===== src/rtl/stream_mux_4x1_rr_if.sv =====
// Purpose: bundles the four input channels and the single output channel of the 4:1 stream mux.
// Latency: none, because this is wiring only.
// Backpressure: in_ready is driven by the mux and out_ready by the downstream sink.
interface stream_mux_4x1_rr_if #(
    parameter int DATA_W = 8
);
    logic [3:0]          in_valid;
    logic [3:0]          in_ready;
    logic [4*DATA_W-1:0] in_data;
    logic [3:0]          in_last;
    logic                out_valid;
    logic                out_ready;
    logic [DATA_W-1:0]   out_data;
    logic [1:0]          out_sel;
    logic                out_last;

    // Mux side: consumes the input channels and produces the output channel.
    modport slave (
        input  in_valid, in_data, in_last, out_ready,
        output in_ready, out_valid, out_data, out_sel, out_last
    );

    // Environment side: drives the input channels and sinks the output channel.
    modport master (
        output in_valid, in_data, in_last, out_ready,
        input  in_ready, out_valid, out_data, out_sel, out_last
    );
endinterface


===== src/rtl/stream_mux_4x1_rr.sv =====
// Purpose: merges 4 valid/ready channels into one registered channel using round-robin; out_sel carries the source index.
// Latency: 1 cycle from the accepting edge to out_*. The mux sustains one beat per clock when out_ready is held high.
// Backpressure: in_ready is combinational and at most one-hot; it is all-zero while the output register is stalled or reset is asserted.
// Optional build macro STREAM_MUX_PKT_LOCK_EN: holds the grant on one channel from the first beat of a packet until its in_last beat.
module stream_mux_4x1_rr #(
    parameter int DATA_W = 8
) (
    input  logic                clk,
    input  logic                rst_n,
    stream_mux_4x1_rr_if.slave  bus
);

    logic                out_valid_q, out_valid_d;
    logic [DATA_W-1:0]   out_data_q,  out_data_d;
    logic [1:0]          out_sel_q,   out_sel_d;
    logic                out_last_q,  out_last_d;
    logic [1:0]          rr_ptr_q,    rr_ptr_d;
`ifdef STREAM_MUX_PKT_LOCK_EN
    logic                lock_q,      lock_d;
`endif

    logic                load;
    logic                grant_vld;
    logic [1:0]          grant_idx;
    logic [DATA_W-1:0]   grant_dat;

    // The output register can take a new beat when it is empty or its beat is leaving this cycle.
    assign load = !out_valid_q || bus.out_ready;

    // Round-robin search from rr_ptr. The descending loop lets the lowest offset win.
    always_comb begin
        grant_idx = rr_ptr_q;
        grant_vld = 1'b0;
        for (int k = 3; k >= 0; k--) begin
            if (bus.in_valid[rr_ptr_q + 2'(k)]) begin
                grant_idx = rr_ptr_q + 2'(k);
                grant_vld = 1'b1;
            end
        end
`ifdef STREAM_MUX_PKT_LOCK_EN
        // While a packet is open, out_sel still holds the channel that opened it.
        if (lock_q) begin
            grant_idx = out_sel_q;
            grant_vld = bus.in_valid[out_sel_q];
        end
`endif
    end

    // Select the data of the granted channel.
    always_comb begin
        grant_dat = '0;
        for (int i = 0; i < 4; i++) begin
            if (grant_idx == 2'(i)) begin
                grant_dat = bus.in_data[i*DATA_W +: DATA_W];
            end
        end
    end

    // One-hot accept for the winner. It is forced to zero while stalled or in reset.
    assign bus.in_ready = (rst_n && load && grant_vld) ? (4'b0001 << grant_idx) : 4'b0000;

    // Next-state logic for the output register and the arbitration pointer.
    always_comb begin
        out_valid_d = out_valid_q;
        out_data_d  = out_data_q;
        out_sel_d   = out_sel_q;
        out_last_d  = out_last_q;
        rr_ptr_d    = rr_ptr_q;
`ifdef STREAM_MUX_PKT_LOCK_EN
        lock_d      = lock_q;
`endif
        if (load) begin
            out_valid_d = grant_vld;
            if (grant_vld) begin
                out_data_d = grant_dat;
                out_sel_d  = grant_idx;
                out_last_d = bus.in_last[grant_idx];
`ifdef STREAM_MUX_PKT_LOCK_EN
                // Stay on this channel until its last beat. The pointer moves on only when the packet closes.
                lock_d = !bus.in_last[grant_idx];
                if (bus.in_last[grant_idx]) begin
                    rr_ptr_d = grant_idx + 2'd1;
                end
`else
                rr_ptr_d = grant_idx + 2'd1;
`endif
            end
        end
    end

    // State registers. Reset drops any held beat.
    always_ff @(posedge clk or negedge rst_n) begin
        if (!rst_n) begin
            out_valid_q <= 1'b0;
            out_data_q  <= '0;
            out_sel_q   <= 2'd0;
            out_last_q  <= 1'b0;
            rr_ptr_q    <= 2'd0;
`ifdef STREAM_MUX_PKT_LOCK_EN
            lock_q      <= 1'b0;
`endif
        end else begin
            out_valid_q <= out_valid_d;
            out_data_q  <= out_data_d;
            out_sel_q   <= out_sel_d;
            out_last_q  <= out_last_d;
            rr_ptr_q    <= rr_ptr_d;
`ifdef STREAM_MUX_PKT_LOCK_EN
            lock_q      <= lock_d;
`endif
        end
    end

    assign bus.out_valid = out_valid_q;
    assign bus.out_data  = out_data_q;
    assign bus.out_sel   = out_sel_q;
    assign bus.out_last  = out_last_q;

endmodule


===== src/flat_wrapper.sv =====
// flat-port wrapper written by rule: the top's interface ports become plain ports
module stream_mux_4x1_rr_flat 
#(
    parameter int DATA_W = 8
)
  (clk, rst_n, bus_in_valid, bus_in_data, bus_in_last, bus_out_ready, bus_in_ready, bus_out_valid, bus_out_data, bus_out_sel, bus_out_last);
  stream_mux_4x1_rr_if #(.DATA_W(DATA_W)) bus_i ();
  input  logic clk;
  input  logic rst_n;
  input wire logic [$bits(bus_i.in_valid)-1:0] bus_in_valid;
  input wire logic [$bits(bus_i.in_data)-1:0] bus_in_data;
  input wire logic [$bits(bus_i.in_last)-1:0] bus_in_last;
  input wire logic [$bits(bus_i.out_ready)-1:0] bus_out_ready;
  output wire logic [$bits(bus_i.in_ready)-1:0] bus_in_ready;
  output wire logic [$bits(bus_i.out_valid)-1:0] bus_out_valid;
  output wire logic [$bits(bus_i.out_data)-1:0] bus_out_data;
  output wire logic [$bits(bus_i.out_sel)-1:0] bus_out_sel;
  output wire logic [$bits(bus_i.out_last)-1:0] bus_out_last;
  assign bus_i.in_valid = bus_in_valid;
  assign bus_i.in_data = bus_in_data;
  assign bus_i.in_last = bus_in_last;
  assign bus_i.out_ready = bus_out_ready;
  assign bus_in_ready = bus_i.in_ready;
  assign bus_out_valid = bus_i.out_valid;
  assign bus_out_data = bus_i.out_data;
  assign bus_out_sel = bus_i.out_sel;
  assign bus_out_last = bus_i.out_last;
  stream_mux_4x1_rr #(.DATA_W(DATA_W)) u_core (.clk(clk), .rst_n(rst_n), .bus(bus_i));
endmodule

===== config.mk =====
export PLATFORM = sky130hd
export DESIGN_NAME = stream_mux_4x1_rr_flat
export DESIGN_NICKNAME = d
export VERILOG_FILES = /design/src/rtl/stream_mux_4x1_rr_if.sv /design/src/rtl/stream_mux_4x1_rr.sv /design/src/flat_wrapper.sv
export SDC_FILE = /design/constraint.sdc
export NUM_CORES = 1
export LEC_CHECK = 0
export BUFFER_PORTS_ARGS = -buffer_cell sky130_fd_sc_hd__buf_2
export CORE_ASPECT_RATIO = 1.1
export CORE_MARGIN = 5
export CORE_UTILIZATION = 42
export CTS_CLUSTER_DIAMETER = 30
export DETAILED_ROUTE_END_ITERATION = 7
export GPL_ROUTABILITY_DRIVEN = 0
export PLACE_DENSITY = 0.77
export SKIP_CTS_REPAIR_TIMING = 1
export SYNTH_ARGS = -nofsm -noshare
export SYNTH_HDL_FRONTEND = slang
export SYNTH_SLANG_ARGS = --single-unit

===== constraint.sdc =====
create_clock -name clk -period 3.97 [get_ports clk]
set_input_delay 0 -clock clk [delete_from_list [all_inputs] [get_ports clk]]
set_output_delay 0 -clock clk [all_outputs]
set_load 0.05 [all_outputs]

==> results.ini, run 1 <==
[status]
status = finished, final reports clean

[final_layout]
nFillCells = 212
nets = 218
fin_util_pct = 59.7
syn2layout_area_growth_pct = 36.4
final_area_um2 = 1330
final_cell_mix = buf_2, a21oi_1, dfrtp_1, nor2b_1, nor2_1
seq_area_um2 = 350
diodes = 0
fin_cells = 200
multi_input_area_um2 = 574
layout_commonest_cell = buf_2
drive_above_1_share_pct = 41.8

[die]
die_area_um2 = 3390
core_region_area_um2 = 2230
die_h_um = 60.6
initial_core_util_pct = 43.8
num_rows = 18
io_pins = 59
die-width_um = 56.0

[critical_path]
crit_fanout = 11
crit_type = reg -> reg
reg2reg_from = u_core.rr_ptr_q[1]
startpoint = u_core.rr_ptr_q[1]
crit_chain = nor2_1 > a221o_1 > o22ai_2 > ha_1 > nor2b_1 > a221oi_1 > nor3_1 > a21oi_1 > a21oi_1
critPathMaxStageDelay_ps = 490
r2r_cells = 9
startpoint_type = register
critPathMostFrequentCell = a21oi_1
cp_slowest_cell = dfrtp_1
crit_path_end_kind = register
critPathRequiredTime_ps = 4080
arrival_ps = 2640

[power_and_ir_drop]
p_seq_share_pct = 25.7
power_frac_clock_pct = 11.1
power_leakage_nw = 0.667
ir_drop_mv = 0.473
swShare_pct = 51.6
p_int_mw = 0.448
power_switching_mw = 0.478
power.density_nw_per_um2 = 696
p_comb_share_pct = 63.2

[cts]
htreeDepth = 1
cts_tree = built
cts_inserted_buffers = 3
worstSkewPairLatency_ps = 280
cts.sinks = 14
path_clk_slew_ps = 90
cts.path.max_buffers = 2
root_buffer = clkbuf_4

[timing]
worst_pin_slew_ps = 1080
period_share_pct = 63.7
min_period_ps = 2530
finalSetupViolations = 0
max_slew_margin_pct = 28.0
finalClockSkew_ps = 11.4
setup_ws_ps = 1440
timing.fmax_ghz = 0.395
finalSetupTns_ps = 0
finalHoldViolCount = 0
finalMaxSlewViolations = 0
rsz0062_at_grt = no

[global_routing]
grt_overflow = 0
gr-usage-all-layers_pct = 16.1
antenna_found_initial = 0
grt_pass1_wl_um = 4360
grt_pass1_vias = 1059
grt_max_degree = 29

[min_path]
min_from = bus_in_valid[0]
hold_path_depth = 3
hp-class = in -> reg

[drt]
ant_nets = 0
vias = 1037
first_pass_iters = 4
drt_iter0_drc = 11
drt_wl_total_um = 2680
viasPerCell = 5.19
detail_route.wl_per_cell_um = 13.4
drc = 0

[logic_synthesis]
synth.distinct_cells = 31
synth_nets = 160
ys_warn_count = 0
synth_cells = 113
synth_area_um2 = 976
syn-mean-instance-area_um2 = 8.64
ys_seq_area_share_pct = 35.9
synth-seq-cells = 14

[placed_design]
dpl_worst_slack_ps = 1460
dp_hpwl_um = 2130
dpl.cell_count = 194
postPlaceCellArea_um2 = 1270
portBuffers = 58

[flow_run]
maxCapViolations = 0

[cells in the mapped netlist (all sizes together)]
library cell / n / area [µm²]
nand2: 4 / 15.0
and3: 4 / 25.0
o21a: 2 / 15.0
or2: 1 / 6.26
ha: 4 / 50.1
nor3: 7 / 35.0
o21ai: 3 / 15.0
nand2b: 1 / 6.26
and2b: 1 / 7.51
a2bb2oi: 1 / 15.0
o221ai: 1 / 15.0
clkbuf: 5 / 18.8
o211ai: 2 / 15.0
nor4: 1 / 6.26
nor2: 10 / 37.5
o2111ai: 1 / 8.76
dfrtp: 14 / 350
nor2b: 11 / 68.8
o22ai: 1 / 12.5
nand3b: 1 / 7.51
a221o: 1 / 10.0
a21oi: 18 / 93.8
o211a: 1 / 10.0
inv: 6 / 22.5
mux2: 3 / 37.5
a221oi: 7 / 61.3
buf: 2 / 10.0
[per-stage QoR]
step / hold slack (ps) / total power, mW
6_report: 17.0 / 0.926
5_1_grt: 20.8 / 0.989
4_1_cts: -384 / 0.936
3_5_place_dp: -57.2 / 0.829
3_3_place_gp: -66.4 / 0.820
2_1_floorplan: -296 / 0.693
[path summary, 6_finish.rpt]
kind | to | slack (ps)
setup / recovery | u_core.bus.out_data[7] | 1440
min in group asynchronous | u_core.bus.out_valid | 150
setup reg to reg | u_core.bus.out_data[7] | 1440
hold reg to reg | u_core.bus.out_data[6] | 490
hold / removal | u_core.bus.out_valid | 20
max in group asynchronous | u_core.bus.out_sel[1] | 3540
[cells by family after synthesis]
kind of cell	Yosys count	share of synthesized area (%)
compound gates	38	27.8
fa+ha+maj	4	5.13
buf+inv	13	5.26
flops	14	35.9
mux	3	3.85
simple gates	41	22.1
[flip-flops by register name, indices dropped and copies added, names as in the netlist]
name and cells:
u_core.bus.out_data 8, u_core.bus.out_last 1, u_core.bus.out_sel 2, u_core.bus.out_valid 1, u_core.rr_ptr_q 2
[power groups by stage]
stage                     clock network, mW  logic (mW)  registers [mW]
after floorplan                           0       0.288           0.404
after global placement                    0       0.581           0.239
after detailed placement                  0       0.589           0.240
after CTS                             0.108       0.590           0.239
after global routing                  0.111       0.633           0.245
final                                 0.103       0.585           0.239
[critical path, delay by kind of cell (launching register included)]
kind | cells | cell delay (ps)
and+or+nand+nor | 3 | 360
AOI/OAI and AO/OA | 5 | 1090
adders and majority gates | 1 | 410
DFF | 1 | 490
[layer usage]
metal	wire length (µm)	up-vias	track usage, %
li1	-	531	-
met1	1110	466	17.0
met2	1320	38	30.4
met3	238	2	5.96
met4	7	0	5.08
met5	0	-	0
[final cells by class]
cell class                 count  area share (%)
clock buffer                   4            2.73
tap                           30            2.82
multi-input combinational     86            43.1
inverter                       6            1.69
timing repair buffer          60            23.3
sequential                    14            26.3
(Power assumes the default switching activity.)
==> run 2, diff against run 1 <==
Clock period 3.97 ns to 2.5 ns, I/O delays scaled along.
==> results.ini, run 2 (same netlist as run 1, synthesis figures left out) <==
[status]
status = finished, final reports clean

[drt]
ant_nets = 0  ; unchanged
first_pass_iters = 4  ; unchanged
viasPerCell = 5.36  ; +3.5%
drc = 0  ; unchanged
detail_route.wl_per_cell_um = 13.4  ; -0.38%
drt_wl_total_um = 2710  ; +1.1%
drt_iter0_drc = 25  ; +14
vias = 1089  ; +5.0%

[placed_design]
portBuffers = 58  ; unchanged
dp_hpwl_um = 2190  ; +3.0%

[final_layout]
nets = 221  ; +1.4%
syn2layout_area_growth_pct = 39.2
layout_commonest_cell = buf_2
drive_above_1_share_pct = 43.9  ; +2.2 points
final_cell_mix = buf_2, a21oi_1, dfrtp_1, nor2b_1, nor2_1
diodes = 0  ; unchanged
largest_reg_flops = 8  ; unchanged

[die]
die-width_um = 56.0  ; unchanged
initial_core_util_pct = 43.8  ; unchanged
core_region_area_um2 = 2230  ; unchanged
num_rows = 18  ; unchanged
die_h_um = 60.6  ; unchanged
die_area_um2 = 3390  ; unchanged
io_pins = 59  ; unchanged

[timing]
finalHoldViolCount = 0  ; unchanged
min_period_ps = 2290  ; -240 ps
max_slew_margin_pct = 44.5  ; +16 points
finalSetupViolations = 0  ; unchanged
worst_pin_slew_ps = 832  ; -247 ps
period_share_pct = 91.6  ; +28 points
finalSetupTns_ps = 0  ; unchanged
timing.fmax_ghz = 0.437  ; +10%
finalClockSkew_ps = 5.41  ; -5.99 ps
finalMaxSlewViolations = 0  ; unchanged
timing.hold.ws_ps = 24.5  ; +7.49 ps
rsz0062_at_grt = no

[critical_path]
arrival_ps = 2410  ; -230 ps
critPathRequiredTime_ps = 2620  ; -1460 ps
crit_path_end_kind = register
crit_fanout = 8  ; -3
startpoint_type = register
crit_type = reg -> reg

[global_routing]
grt_max_degree = 22  ; -24%
gr-usage-all-layers_pct = 16.4  ; +0.25 points
antenna_found_initial = 0  ; unchanged
grt_pass1_wl_um = 4470  ; +2.5%
grt_overflow = 0  ; unchanged
grt_pass1_vias = 1093  ; +3.2%

[cts]
root_buffer = clkbuf_4
worstSkewPairLatency_ps = 280  ; about the same
path_clk_slew_ps = 80  ; about the same
cts_inserted_buffers = 3  ; unchanged
cts.path.max_buffers = 2  ; unchanged
cts.sinks = 14  ; unchanged
htreeDepth = 1  ; unchanged
cts_tree = built

[power_and_ir_drop]
power.density_nw_per_um2 = 1100  ; +58%
power_leakage_nw = 0.679  ; +1.8%
ir_drop_mv = 0.813  ; +72%

[min_path]
hp-class = in -> reg

[flow_run]
maxCapViolations = 0  ; unchanged

[run 2: changes by cell type in the layout (fill, tap and decap cells not counted)]
cell,previous run,this run
ha_1,4,2
buf_4,0,3
ha_2,0,2
[run 2: worst paths after layout]
kind | cells past startpoint | slack, ps | start | end
setup / recovery | 10 | 210 | u_core.rr_ptr_q[1] | u_core.bus.out_data[7]
hold / removal | 3 | 20 | bus_in_valid[0] | u_core.bus.out_valid
setup reg to reg | 10 | 210 | u_core.rr_ptr_q[1] | u_core.bus.out_data[7]
hold reg to reg | 1 | 490 | u_core.bus.out_data[6] | u_core.bus.out_data[6]
max in group asynchronous | 2 | 2070 | rst_n | u_core.bus.out_sel[1]
min in group asynchronous | 2 | 160 | rst_n | u_core.bus.out_last
[run 2: cell type report]
type                    instances  area [µm²]
inverters                       6        22.5
repair buffers                 63         333
flip-flops and latches         14         350
multi-input cells              86         579
well taps                      30        37.5
fillers                       208         871
clock buffers                   4        36.3
[run 2: worst max-delay path, stage by stage, from the launching register on]
cell	delay (ps)
dfrtp_1	500
nor2_1	80
a221o_1	310
o22ai_2	230
ha_1	210
nor2b_1	50
buf_4	150
a221oi_1	280
nor3_1	90
a21oi_1	130
a21oi_1	90
[run 2: layer usage]
metal  vias up  global-route usage, %  wire [µm]  part of all wire, %
met4         0                   3.05         19                 0.70
met2        54                   30.7       1340                   49
li1        533                      -          -                    -
met1       500                   18.2       1060                   39
met5         -                      0          0                    0
met3         2                   5.96        289                   11
[run 2: per-stage QoR]
step | total power, mW | std cells | setup slack (ps) | utilization [%] | cell area, µm²
finish | 1.50 | 203 | 210 | 60.9 | 1360
global route | 1.60 | 203 | 99.1 | 60.9 | 1360
CTS | 1.50 | 201 | 87.8 | 59.8 | 1330
detailed placement | 1.34 | 197 | 140 | 58.2 | 1300
global placement | 1.32 | 197 | 278 | 58.2 | 1300
floorplan | 1.10 | 113 | 390 | - | 976
[run 2: report_power, final]
part           internal, mW  switching, mW  total (mW)  leakage (nW)
clock                0.0886         0.0702       0.159        0.0210
combinational         0.326          0.632       0.958         0.499
sequential            0.317         0.0636       0.381         0.159
total                 0.732          0.766        1.50         0.679
